## config.mk

```make
export PLATFORM = sky130hd
export DESIGN_NAME = bram_wr_ctrl
export DESIGN_NICKNAME = d
export VERILOG_FILES = /design/src/rtl/bram_wr_ctrl.sv
export SDC_FILE = /design/constraint.sdc
export NUM_CORES = 1
export LEC_CHECK = 0
export CORE_MARGIN = 4
export CORE_UTILIZATION = 34
export CTS_CLUSTER_DIAMETER = 60
export DETAILED_ROUTE_END_ITERATION = 8
export PLACE_DENSITY = 0.52
export SYNTH_ARGS = -nofsm -noshare
export SYNTH_HDL_FRONTEND = slang
export SYNTH_SLANG_ARGS = --single-unit
```

## constraint.sdc

```tcl
create_clock -name i_clk -period 3.2 [get_ports i_clk]
set_clock_uncertainty 0.1 [all_clocks]
set_input_delay 0.96 -clock i_clk [delete_from_list [all_inputs] [get_ports i_clk]]
set_output_delay 0.96 -clock i_clk [all_outputs]
set_load 0.05 [all_outputs]
```

## src/rtl/bram_wr_ctrl.sv

```systemverilog
// bram_wr_ctrl: buffers filter result words in a small FIFO and writes them
// one at a time to a BRAM port using a trig/done handshake with timeout abort.
module bram_wr_ctrl #(
   parameter int unsigned FIFO_DEPTH = 4,    // power of two, >= 2
   parameter int unsigned TIMEOUT    = 255   // 1..65535 cycles
) (
   input  logic        i_clk,
   input  logic        i_rstn,
   input  logic        i_start,
   input  logic [12:0] i_base_addr,
   input  logic [31:0] i_data,
   input  logic        i_valid,
   output logic        o_ready,
   output logic [12:0] o_bram_addr,
   output logic [31:0] o_bram_data,
   output logic        o_bram_trig,
   input  logic        i_bram_done,
   output logic        o_busy,
   output logic [13:0] o_wr_cnt,
   output logic        o_err
);

   localparam int unsigned ADDR_W = 13;
   localparam int unsigned DATA_W = 32;
   localparam int unsigned WCNT_W = 14;
   localparam int unsigned TMO_W  = 16;
   localparam int unsigned PTR_W  = (FIFO_DEPTH > 1) ? $clog2(FIFO_DEPTH) : 1;
   localparam int unsigned OCC_W  = PTR_W + 1;

   localparam logic [WCNT_W-1:0] WCNT_MAX = '1;
   localparam logic [TMO_W-1:0]  TMO_LAST = TMO_W'(TIMEOUT - 1);
   localparam logic [OCC_W-1:0]  OCC_FULL = OCC_W'(FIFO_DEPTH);

   typedef enum logic {
      ST_IDLE  = 1'b0,
      ST_WRITE = 1'b1
   } state_t;

   // FIFO storage and bookkeeping
   logic [DATA_W-1:0] mem [FIFO_DEPTH];
   logic [PTR_W-1:0]  wr_ptr;
   logic [PTR_W-1:0]  rd_ptr;
   logic [OCC_W-1:0]  occ;
   logic              fifo_full;
   logic              fifo_empty;
   logic              push_c;
   logic              pop_c;

   // Controller state
   state_t            state_q;
   state_t            state_d;
   logic [ADDR_W-1:0] addr_q;
   logic [ADDR_W-1:0] addr_d;
   logic [TMO_W-1:0]  tmo_q;
   logic [TMO_W-1:0]  tmo_d;
   logic              trig_d;
   logic [ADDR_W-1:0] bram_addr_d;
   logic [DATA_W-1:0] bram_data_d;
   logic [WCNT_W-1:0] wr_cnt_d;
   logic              err_d;
   logic              start_ok;

   // Flags come from registered occupancy only, so a pop never frees a slot
   // for a push within the same cycle.
   assign fifo_full  = (occ == OCC_FULL);
   assign fifo_empty = (occ == '0);
   assign push_c     = i_valid & ~fifo_full;
   assign o_ready    = ~fifo_full;
   assign o_busy     = (state_q == ST_WRITE) | ~fifo_empty;
   assign start_ok   = i_start & ~o_busy;

   // FIFO data array; contents need no reset since pointers define validity
   always_ff @(posedge i_clk) begin
      if (push_c) begin
         mem[wr_ptr] <= i_data;
      end
   end

   // FIFO pointers and occupancy; simultaneous push and pop leave occupancy unchanged
   always_ff @(posedge i_clk or negedge i_rstn) begin
      if (!i_rstn) begin
         wr_ptr <= '0;
         rd_ptr <= '0;
         occ    <= '0;
      end else begin
         if (push_c) begin
            wr_ptr <= wr_ptr + PTR_W'(1);
         end
         if (pop_c) begin
            rd_ptr <= rd_ptr + PTR_W'(1);
         end
         case ({push_c, pop_c})
            2'b10:   occ <= occ + OCC_W'(1);
            2'b01:   occ <= occ - OCC_W'(1);
            default: occ <= occ;
         endcase
      end
   end

   // State and output registers
   always_ff @(posedge i_clk or negedge i_rstn) begin
      if (!i_rstn) begin
         state_q     <= ST_IDLE;
         addr_q      <= '0;
         tmo_q       <= '0;
         o_bram_trig <= 1'b0;
         o_bram_addr <= '0;
         o_bram_data <= '0;
         o_wr_cnt    <= '0;
         o_err       <= 1'b0;
      end else begin
         state_q     <= state_d;
         addr_q      <= addr_d;
         tmo_q       <= tmo_d;
         o_bram_trig <= trig_d;
         o_bram_addr <= bram_addr_d;
         o_bram_data <= bram_data_d;
         o_wr_cnt    <= wr_cnt_d;
         o_err       <= err_d;
      end
   end

   // Next-state and output logic for the write handshake
   always_comb begin
      state_d     = state_q;
      addr_d      = addr_q;
      tmo_d       = tmo_q;
      trig_d      = o_bram_trig;
      bram_addr_d = o_bram_addr;
      bram_data_d = o_bram_data;
      wr_cnt_d    = o_wr_cnt;
      err_d       = o_err;
      pop_c       = 1'b0;

      case (state_q)
         ST_IDLE: begin
            // Start is only honoured when idle and empty, so it never
            // competes with launching a write.
            if (start_ok) begin
               addr_d   = i_base_addr;
               wr_cnt_d = '0;
               err_d    = 1'b0;
            end else if (!fifo_empty) begin
               // Head stays in the FIFO until the write completes or aborts
               bram_data_d = mem[rd_ptr];
               bram_addr_d = addr_q;
               trig_d      = 1'b1;
               tmo_d       = '0;
               state_d     = ST_WRITE;
            end
         end

         ST_WRITE: begin
            if (i_bram_done) begin
               pop_c   = 1'b1;
               trig_d  = 1'b0;
               addr_d  = addr_q + ADDR_W'(1);
               state_d = ST_IDLE;
               if (o_wr_cnt != WCNT_MAX) begin
                  wr_cnt_d = o_wr_cnt + WCNT_W'(1);
               end
            end else if (tmo_q == TMO_LAST) begin
               // Abort: drop the word but still consume its address slot
               pop_c   = 1'b1;
               trig_d  = 1'b0;
               err_d   = 1'b1;
               addr_d  = addr_q + ADDR_W'(1);
               state_d = ST_IDLE;
            end else begin
               tmo_d = tmo_q + TMO_W'(1);
            end
         end

         default: begin
            state_d = ST_IDLE;
         end
      endcase
   end

endmodule

```

Word level (Yosys, flattened, before mapping)
Memory sizes are Yosys's and may differ from the RTL's. A register that Yosys moved wholly into a read port is not among the register bits.
Index checks and enable logic that the tools add are counted.
- bits in writable memories: 128
- word-level logic and storage cells: 82
- output and inout port bits: 63
- register bits after elaboration: 66
- memories kept: 1
- input port bits: 50
- bitwise logic cells: 8
- mux-type cells: 33
- reduce and logical (&&, ||, !) cells: 9
- eq/ne operators: 14
- $add $sub $neg: 7
- memory list (name ; words ; bits a word ; rd ports ; clocked after Yosys merged registers in ; wr ports ; RTL line ; text):
    mem ; 4 ; 32 ; 1 ; 1 ; 1 ; 40 ; logic [DATA_W-1:0] mem [FIFO_DEPTH];
- operators with widths (cell ; count):
    16-bit 2-to-1 mux ; 4
    14-bit 2-to-1 mux ; 3
    13-bit 2-to-1 mux ; 3
    16-bit one-hot mux with 2 select lines ; 1
    14-bit one-hot mux with 2 select lines ; 1
    13-bit one-hot mux with 2 select lines ; 1
    16-bit by 1-bit adder with 16-bit output (second input constant) ; 1
    16-bit by 8-bit == test with 1-bit output (second input constant) ; 1
    1-bit 2-to-1 mux ; 16
    14-bit by 1-bit adder with 14-bit output (second input constant) ; 1
    14-bit != test (second input constant) ; 1
    13-bit by 1-bit adder with 13-bit output (second input constant) ; 1
    2-bit != test (second input constant) ; 6
    3-bit AND reduction ; 4
    1-bit one-hot mux with 2 select lines ; 3
    3-bit one-hot mux with 2 select lines ; 1
    1-bit NOT ; 5
    2-bit by 1-bit adder with 2-bit output (second input constant) ; 2
    2-bit by 1-bit != test with 1-bit output (second input constant) ; 2
    4-bit AND reduction ; 1
    3-bit by 1-bit adder with 3-bit output (second input constant) ; 1
    3-bit == test (second input constant) ; 1
    3-bit zero test ; 1
    3-bit by 2-bit != test with 1-bit output (second input constant) ; 1
    8 further kinds ; 9

Logic depth before layout (Yosys ltp)
Gate-level depths: netlist (run 1).
- depth after elaboration: 7
- depth in mapped cells: 13
- depth with buffers taken out: 12

Worst setup path after synthesis (run 1)
Ideal clock, no wire load.
- path kind: input -> register
- start: input port i_bram_done
- end: register occ[2]
- data arrival time: 2463 ps
- path slack: 557 ps
- cell stages on the path: 9
- data required time: 3021 ps
- library setup time: 79 ps
- path buffers: 1
- cell sequence: clkbuf_1 -> o21ai_0 -> inv_1 -> ha_1 -> inv_1 -> fa_1 -> xor2_1 -> nor2_1 -> xor2_1
- word-level cells in the longest chain between the ends: 4
- elaborated cells on any way between the ends: 6
- classes of those cells: eq/ne (2); mux (3); reduce/logical (1)
- RTL lines (element ; RTL line ; text):
    from (decl) ; 17 ; input logic i_bram_done,
    1-bit 2-to-1 mux * ; 154 ; if (i_bram_done) begin
    1-bit 2-to-1 mux * ; 135 ; case (state_q)
    via pop_c ; 47 ; logic pop_c;
    2-bit by 1-bit == test with 1-bit output or 2-bit == test (tied branches) ; 92 ; case ({push_c, pop_c})
    3-bit one-hot mux with 2 select lines or 2-bit nonzero test (tied branches) ; - ;
    to (signal assigned) ; 93 ; 2'b10: occ <= occ + OCC_W'(1);
    to (signal assigned) ; 94 ; 2'b01: occ <= occ - OCC_W'(1);
    to (decl) ; 43 ; logic [OCC_W-1:0] occ;
The timed path passes the listed nets; every way through them passes the cells marked *.
A chain may end at the register's enable or synchronous reset.

Final worst setup path (run 1)
- start: register o_wr_cnt[12]
- end: output port o_wr_cnt[12]
- RTL lines (element ; RTL line ; text):
    from (decl) ; 19 ; output logic [13:0] o_wr_cnt,
    from (signal assigned) ; 118 ; o_wr_cnt <= wr_cnt_d;
No word-level cell between the ends.

==> flow_summary.json, run 1 <==
{
  "status": "complete, no violations",
  "htree_levels": 1,
  "fin_crit_sh": 0.926,
  "fin_nets": 898,
  "cp-start-kind": "flip-flop",
  "drive_gt1_frac": 0.150,
  "power_density_mw_per_mm2": 1060,
  "start_util": 0.345,
  "gr-usage-all-layers": 0.147,
  "core_mm2": 0.0278,
  "irDropWorstVdd_mv": 0.526,
  "synth_cell_type_count": 66,
  "post_drt_wl_per_cell_um": 18.1,
  "vias_per_cell": 5.00,
  "rsz0062_at_grt": "false",
  "drtIter0Drc": 373,
  "synth_top_area_share": 0.401,
  "synthTopCellsByCount": "nand2_1 (154), edfxtp_1 (128), dfrtp_1 (98), mux4_2 (32), o21ai_0 (27)",
  "utilization": 0.443,
  "numPortBuffers": 112,
  "cp_slowest_stage_delay_ps": 860,
  "fmax_mhz": 338,
  "grt_pass1_vias": 6399,
  "clockBufferDepth": 3,
  "setup-violations-final": 0,
  "crit_family": "buffers and inverters",
  "critPathKind": "flip-flop to primary output",
  "setup_tns_ps": 0,
  "path_clk_slew_ps": 60,
  "antenna_found_initial": 0,
  "io_pins": 113,
  "cpMaxStageDelayCell": "clkdlybuf4s50_1",
  "ys_seq_elements": 226,
  "worstPathRequired_ps": 2140,
  "crit_path_cell_trace": "clkdlybuf4s50_1",
  "die_y_um": 176,
  "clock_sinks": 226,
  "synth_edf_count": 128,
  "async_flop_share": 0.434,
  "synth_most_common_cell": "nand2_1",
  "hold_class": "primary input to async pin",
  "hold_viol_final": 0,
  "crit_buf_inv": 1,
  "setup_slack_ps": 238,
  "cap_violations": 0,
  "overflow": 0,
  "syn_area_mm2": 0.00958,
  "ys.flop_type": "edfxtp_1",
  "cts_hold_buf": 0,
  "die_x_um": 176,
  "yosys_warnings": 0,
  "synth.area.top_cells": "edfxtp_1 (40%), dfrtp_1 (26%), mux4_2 (7.5%)",
  "dieArea_mm2": 0.0309,
  "antenna_cells": 0,
  "cts-buffers-inserted": 26,
  "drc": 0,
  "worst-path-max-fanout": 7,
  "finalWirelength_um": 22300,
  "grt_max_degree": 52,
  "area_growth_pct": 28.5,
  "num_rows": 61,
  "drv_slew": 0,
  "vias": 6186,
  "gp_congestion": 0.787,
  "cp.arrival_ps": 1900,
  "clock_latency_ps": 530,
  "yosysSeqAreaShare": 0.657,
  "fin_hold_ws_ps": 349,
  "slew_headroom": 0.421,
  "firstDrtPassIters": 4,
  "syn_avg_cell_area_um2": 13.5,
  "timing.final.crit_period_ps": 2960,
  "total_power_uw": 13100,
  "power.leakage_uw": 0.00468,
  "synthCells": 709,
  "tightest_slew_ps": 868,
  "place.detailed.hpwl_um": 14400,
  "synth_fp_nets": 769,
  "grt_pass1_wl_um": 36300,
  "synth_area_leader_cell": "edfxtp_1",
  "place_ws_ps": 165,
  "cts_tree": "yes",
  "clock-root-buffer": "clkbuf_16",
  "cp-end-kind": "primary output",
  "ant_nets": 0
}
-- stage by stage --
| step | std cells | cell area (µm²) |
|---|---|---|
| 2_1_floorplan | 709 | 9580 |
| 3_3_place_gp | 1188 | 11300 |
| 3_5_place_dp | 1188 | 11300 |
| 4_1_cts | 1236 | 12300 |
| 5_1_grt | 1236 | 12300 |
| 6_report | 1236 | 12300 |
-- final timing paths --
| kind | startpoint | endpoint | slack, ps | cells after the start |
|---|---|---|---|---|
| setup / recovery | o_wr_cnt[12] | o_wr_cnt[12] | 240 | 1 |
| hold / removal | i_rstn | o_bram_data[24] | 350 | 1 |
| setup reg to reg | tmo_q[0] | occ[2] | 650 | 12 |
| hold reg to reg | o_bram_addr[4] | o_bram_addr[4] | 370 | 2 |
| max in group asynchronous | i_rstn | o_wr_cnt[6] | 2000 | 2 |
| min in group i_clk | o_bram_addr[4] | o_bram_addr[4] | 370 | 2 |
-- layout make-up --
class	instances	area (µm²)
well taps	378	473
flip-flops and latches	226	6300
fillers	2606	15500
repair buffers	138	1400
clock inverters	22	375
multi-input cells	428	3050
clock buffers	26	651
inverters	18	67.6
-- layout by cell type (no fill, tap or decap), drive strengths merged, types with 10 or more instances in the layout --
cell	netlist	layout
edfxtp	128	128
nor3	11	11
or4	11	11
inv	18	19
mux4	32	32
and3	10	10
a21oi	13	13
dfrtp	98	98
nor2	12	12
clkdlybuf4s50	0	109
nand3	19	19
o21ai	31	31
nand2	154	154
nor4	10	10
clkbuf	16	26
buf	21	28
-- registers in the layout (all words and copies together) (netlist names) --
register     count
o_wr_cnt        14
mem            128
addr_q          13
rd_ptr           2
o_bram_trig      1
o_bram_addr     13
o_bram_data     32
occ              3
state_q          1
tmo_q           16
o_err            1
wr_ptr           2
-- kinds of logic after synthesis --
kind of cell               count (synthesis)  synth area share
xor gates and xnor gates                   9           0.00823
AOI/OAI and AO/OA                         98            0.0722
adders and majority gates                 10            0.0138
muxes                                     44            0.0883
and+or+nand+nor                          267             0.135
buffers and inverters                     55            0.0253
DFF                                      226             0.657
-- routing by layer --
metal	up-vias	global-route usage	wire, µm
li1	2929	-	-
met5	-	0	0
met1	3092	0.211	10500
met3	32	0.0291	1020
met4	0	0.0416	439
met2	133	0.228	10300
-- power by group --
group	internal, µW	switching [µW]	total, µW
combinational	1900	3090	4990
clock	2230	1210	3440
sequential	3970	695	4660
-- what timing repair did --
item,4_1_cts,5_1_grt
setup endpoints to repair,1,0
hold endpoints to repair,0,0
buffers inserted,0,0
resized for setup,1,0
(Power assumes the default switching activity.)
==> run 2, diff against run 1 <==
Settings changed: ABC_AREA from default to 1, GPL_TIMING_DRIVEN from default to 0.
==> flow_summary.json, run 2 <==
{
  "antenna_cells": 0,
  "swShare": 0.409,
  "ff2ff_path_depth": 15,
  "cpMaxStageDelayCell": "clkdlybuf4s50_1",
  "synth_most_common_cell": "nor2_1",
  "largest_register": "mem",
  "dieArea_mm2": 0.0318,
  "instances_no_fill": 1538,
  "clock_latency_ps": 550,
  "worst-path-max-fanout": 3,
  "layout_common_cells": "nor2_1 (210), nand2_1 (181), edfxtp_1 (128)",
  "power_density_mw_per_mm2": 1010,
  "power.leakage_uw": 0.00484,
  "crit_family": "buffers and inverters",
  "die_y_um": 178,
  "gp_congestion": 0.833,
  "io_pins": 113,
  "post_drt_wl_per_cell_um": 16.3,
  "firstDrtPassIters": 5,
  "vias_per_cell": 4.68,
  "syn_area_mm2": 0.00987,
  "timing.critical_path.from": "occ[0]",
  "numPortBuffers": 112,
  "cp-start-kind": "flip-flop",
  "core_mm2": 0.0287,
  "hold_class": "primary input to async pin",
  "setup-violations-final": 0,
  "cp-end-kind": "primary output",
  "grt_pass1_vias": 7265,
  "area_growth_pct": 27.5,
  "seq_power_share": 0.341,
  "power.internal_uw": 7480,
  "cp-endpoint": "o_ready",
  "async_flop_share": 0.434,
  "drive_gt1_frac": 0.0997,
  "clockBufferDepth": 3,
  "place_ws_ps": 82.6,
  "cts-buffers-inserted": 28,
  "worstPathRequired_ps": 2140,
  "synthCells": 985,
  "mostFrequentLayoutCell": "nor2_1",
  "path_clk_slew_ps": 60,
  "synth_edf_count": 128,
  "tightest_slew_ps": 668,
  "clock_power_share": 0.253,
  "synth.area.top_cells": "edfxtp_1 (39%), dfrtp_1 (25%), nor2_1 (8.1%)",
  "gr-usage-all-layers": 0.159,
  "finalWirelength_um": 25000,
  "reg2reg_slack_ps": 600,
  "ys.flop_type": "edfxtp_1",
  "drtIter0Drc": 432,
  "cts_setup_buffers": 0,
  "antenna_found_initial": 1,
  "rsz0062_at_grt": "false",
  "yosys_warnings": 0,
  "fin_crit_sh": 0.915,
  "fmax_mhz": 342,
  "drv_slew": 0,
  "timing.final.crit_period_ps": 2930,
  "start_util": 0.344,
  "synthTopCellsByCount": "nor2_1 (214), nand2_1 (181), edfxtp_1 (128), o21ai_0 (102), dfrtp_1 (98)",
  "top_regs": "mem x128, o_bram_data x32, tmo_q x16",
  "synth_fp_nets": 1045,
  "num_rows": 62,
  "comb_power_share": 0.406,
  "ant_nets": 0,
  "cp.arrival_ps": 1870,
  "synth_area_leader_cell": "edfxtp_1",
  "setup_slack_ps": 272,
  "ctsResizeCount": 1,
  "cap_violations": 0,
  "dp.cells": 1486,
  "critPathKind": "flip-flop to primary output",
  "clock-root-buffer": "clkbuf_16",
  "switchingPower_uw": 5180,
  "cts_hold_buf": 0,
  "fin_nets": 1192,
  "largest_reg_flops": 128,
  "crit_buf_inv": 1,
  "status": "complete, no violations",
  "placed_area_mm2": 0.0116,
  "synth_top_area_share": 0.390,
  "fin_area_mm2": 0.0126,
  "vias": 7194,
  "die_x_um": 178,
  "ys_seq_elements": 226,
  "r2r-start": "tmo_q[0]",
  "clock_sinks": 226,
  "rr_endpoint": "occ[2]",
  "htree_levels": 1,
  "drc": 0,
  "yosysSeqAreaShare": 0.638,
  "path_depth": 3,
  "syn_avg_cell_area_um2": 10.0,
  "irDropWorstVdd_mv": 0.565,
  "synth_cell_type_count": 34,
  "cts_tree": "yes",
  "hold_viol_final": 0,
  "grt_pass1_wl_um": 39800,
  "place.detailed.hpwl_um": 16600,
  "slew_headroom": 0.554,
  "cp_slowest_stage_delay_ps": 800,
  "overflow": 0,
  "utilization": 0.438,
  "grt_max_degree": 67,
  "crit_path_cell_trace": "nor2_2, nand2_1, clkdlybuf4s50_1"
}
-- run 2: cell count changes in the layout (fill, tap and decap cells not counted), moves of 11 or more --
cell,change
o21ai_0,+75
nand3_1,+27
nor2_1,+198
inv_1,+36
or4_1,-11
nand2_1,+28
mux4_2,-32
a31oi_1,+30
xor2_1,+11
buf_2,+13
buf_4,-18
clkbuf_1,+17
a21oi_1,-11
-- run 2: cells by family after synthesis --
kind of cell,Yosys count,share of synthesized area
and+or+nand+nor,472,0.195
buffers and inverters,100,0.0474
DFF,226,0.638
adders and majority gates,10,0.0134
xor gates and xnor gates,19,0.0169
AOI/OAI and AO/OA,158,0.0895
-- run 2: worst min path at each step --
| stage | from | to | slack [ps] | depth (start not counted) |
|---|---|---|---|---|
| floorplan | addr_q[12] | addr_q[12] | 370 | 2 |
| global placement | o_bram_trig | o_bram_trig | 360 | 2 |
| detailed placement | o_bram_addr[1] | o_bram_addr[1] | 370 | 2 |
| CTS | i_rstn | o_bram_trig | 210 | 1 |
| global route | i_rstn | o_bram_addr[4] | 220 | 1 |
| finish | i_rstn | o_bram_trig | 210 | 1 |
-- run 2: stage by stage --
| stage | hold slack, ps | setup TNS, ps | power, µW |
|---|---|---|---|
| floorplan | 371 | 0 | 7690 |
| global placement | 362 | -545410 | 9480 |
| detailed placement | 372 | 0 | 9600 |
| CTS | 211 | 0 | 12900 |
| global route | 220 | 0 | 13500 |
| finish | 212 | 0 | 12700 |
-- run 2: final cells by class --
type	count	area, µm²
Buffer	42	250
Clock buffer	33	749
Clock inverter	19	209
Fill cell	2779	16100
Inverter	58	218
Multi-Input combinational cell	659	3130
Sequential cell	226	6300
Tap cell	384	480
Timing Repair Buffer	117	1240
-- run 2: power by group through the flow --
stage | clock [µW] | sequential [µW] | combinational [µW]
finish | 3210 | 4310 | 5150
detailed placement | 0 | 4360 | 5240
CTS | 3290 | 4320 | 5250
floorplan | 0 | 5320 | 2370
global placement | 0 | 4400 | 5080
global route | 3430 | 4400 | 5690
-- run 2: layer usage --
layer  wire, µm  GRT usage  share of wire  vias up
li1           -          -              -     3605
met1      11200      0.209           0.45     3377
met2      12000      0.273           0.48      173
met3       1430     0.0307          0.057       37
met4        427     0.0390          0.017        2
met5         15          0        0.00060        -
-- run 2: worst reg2reg max path, cell delays in order, from the launching register on --
cell and delay (ps):
dfrtp_1 430, inv_1 100, ha_1 200, nand3_1 100, nor2_2 120, nand2_2 100
nand2_1 70, nand2_1 230, inv_1 120, ha_1 140, inv_1 60, fa_1 380
nor2_1 110, nor2_1 40, nand2_1 70, xor2_1 140
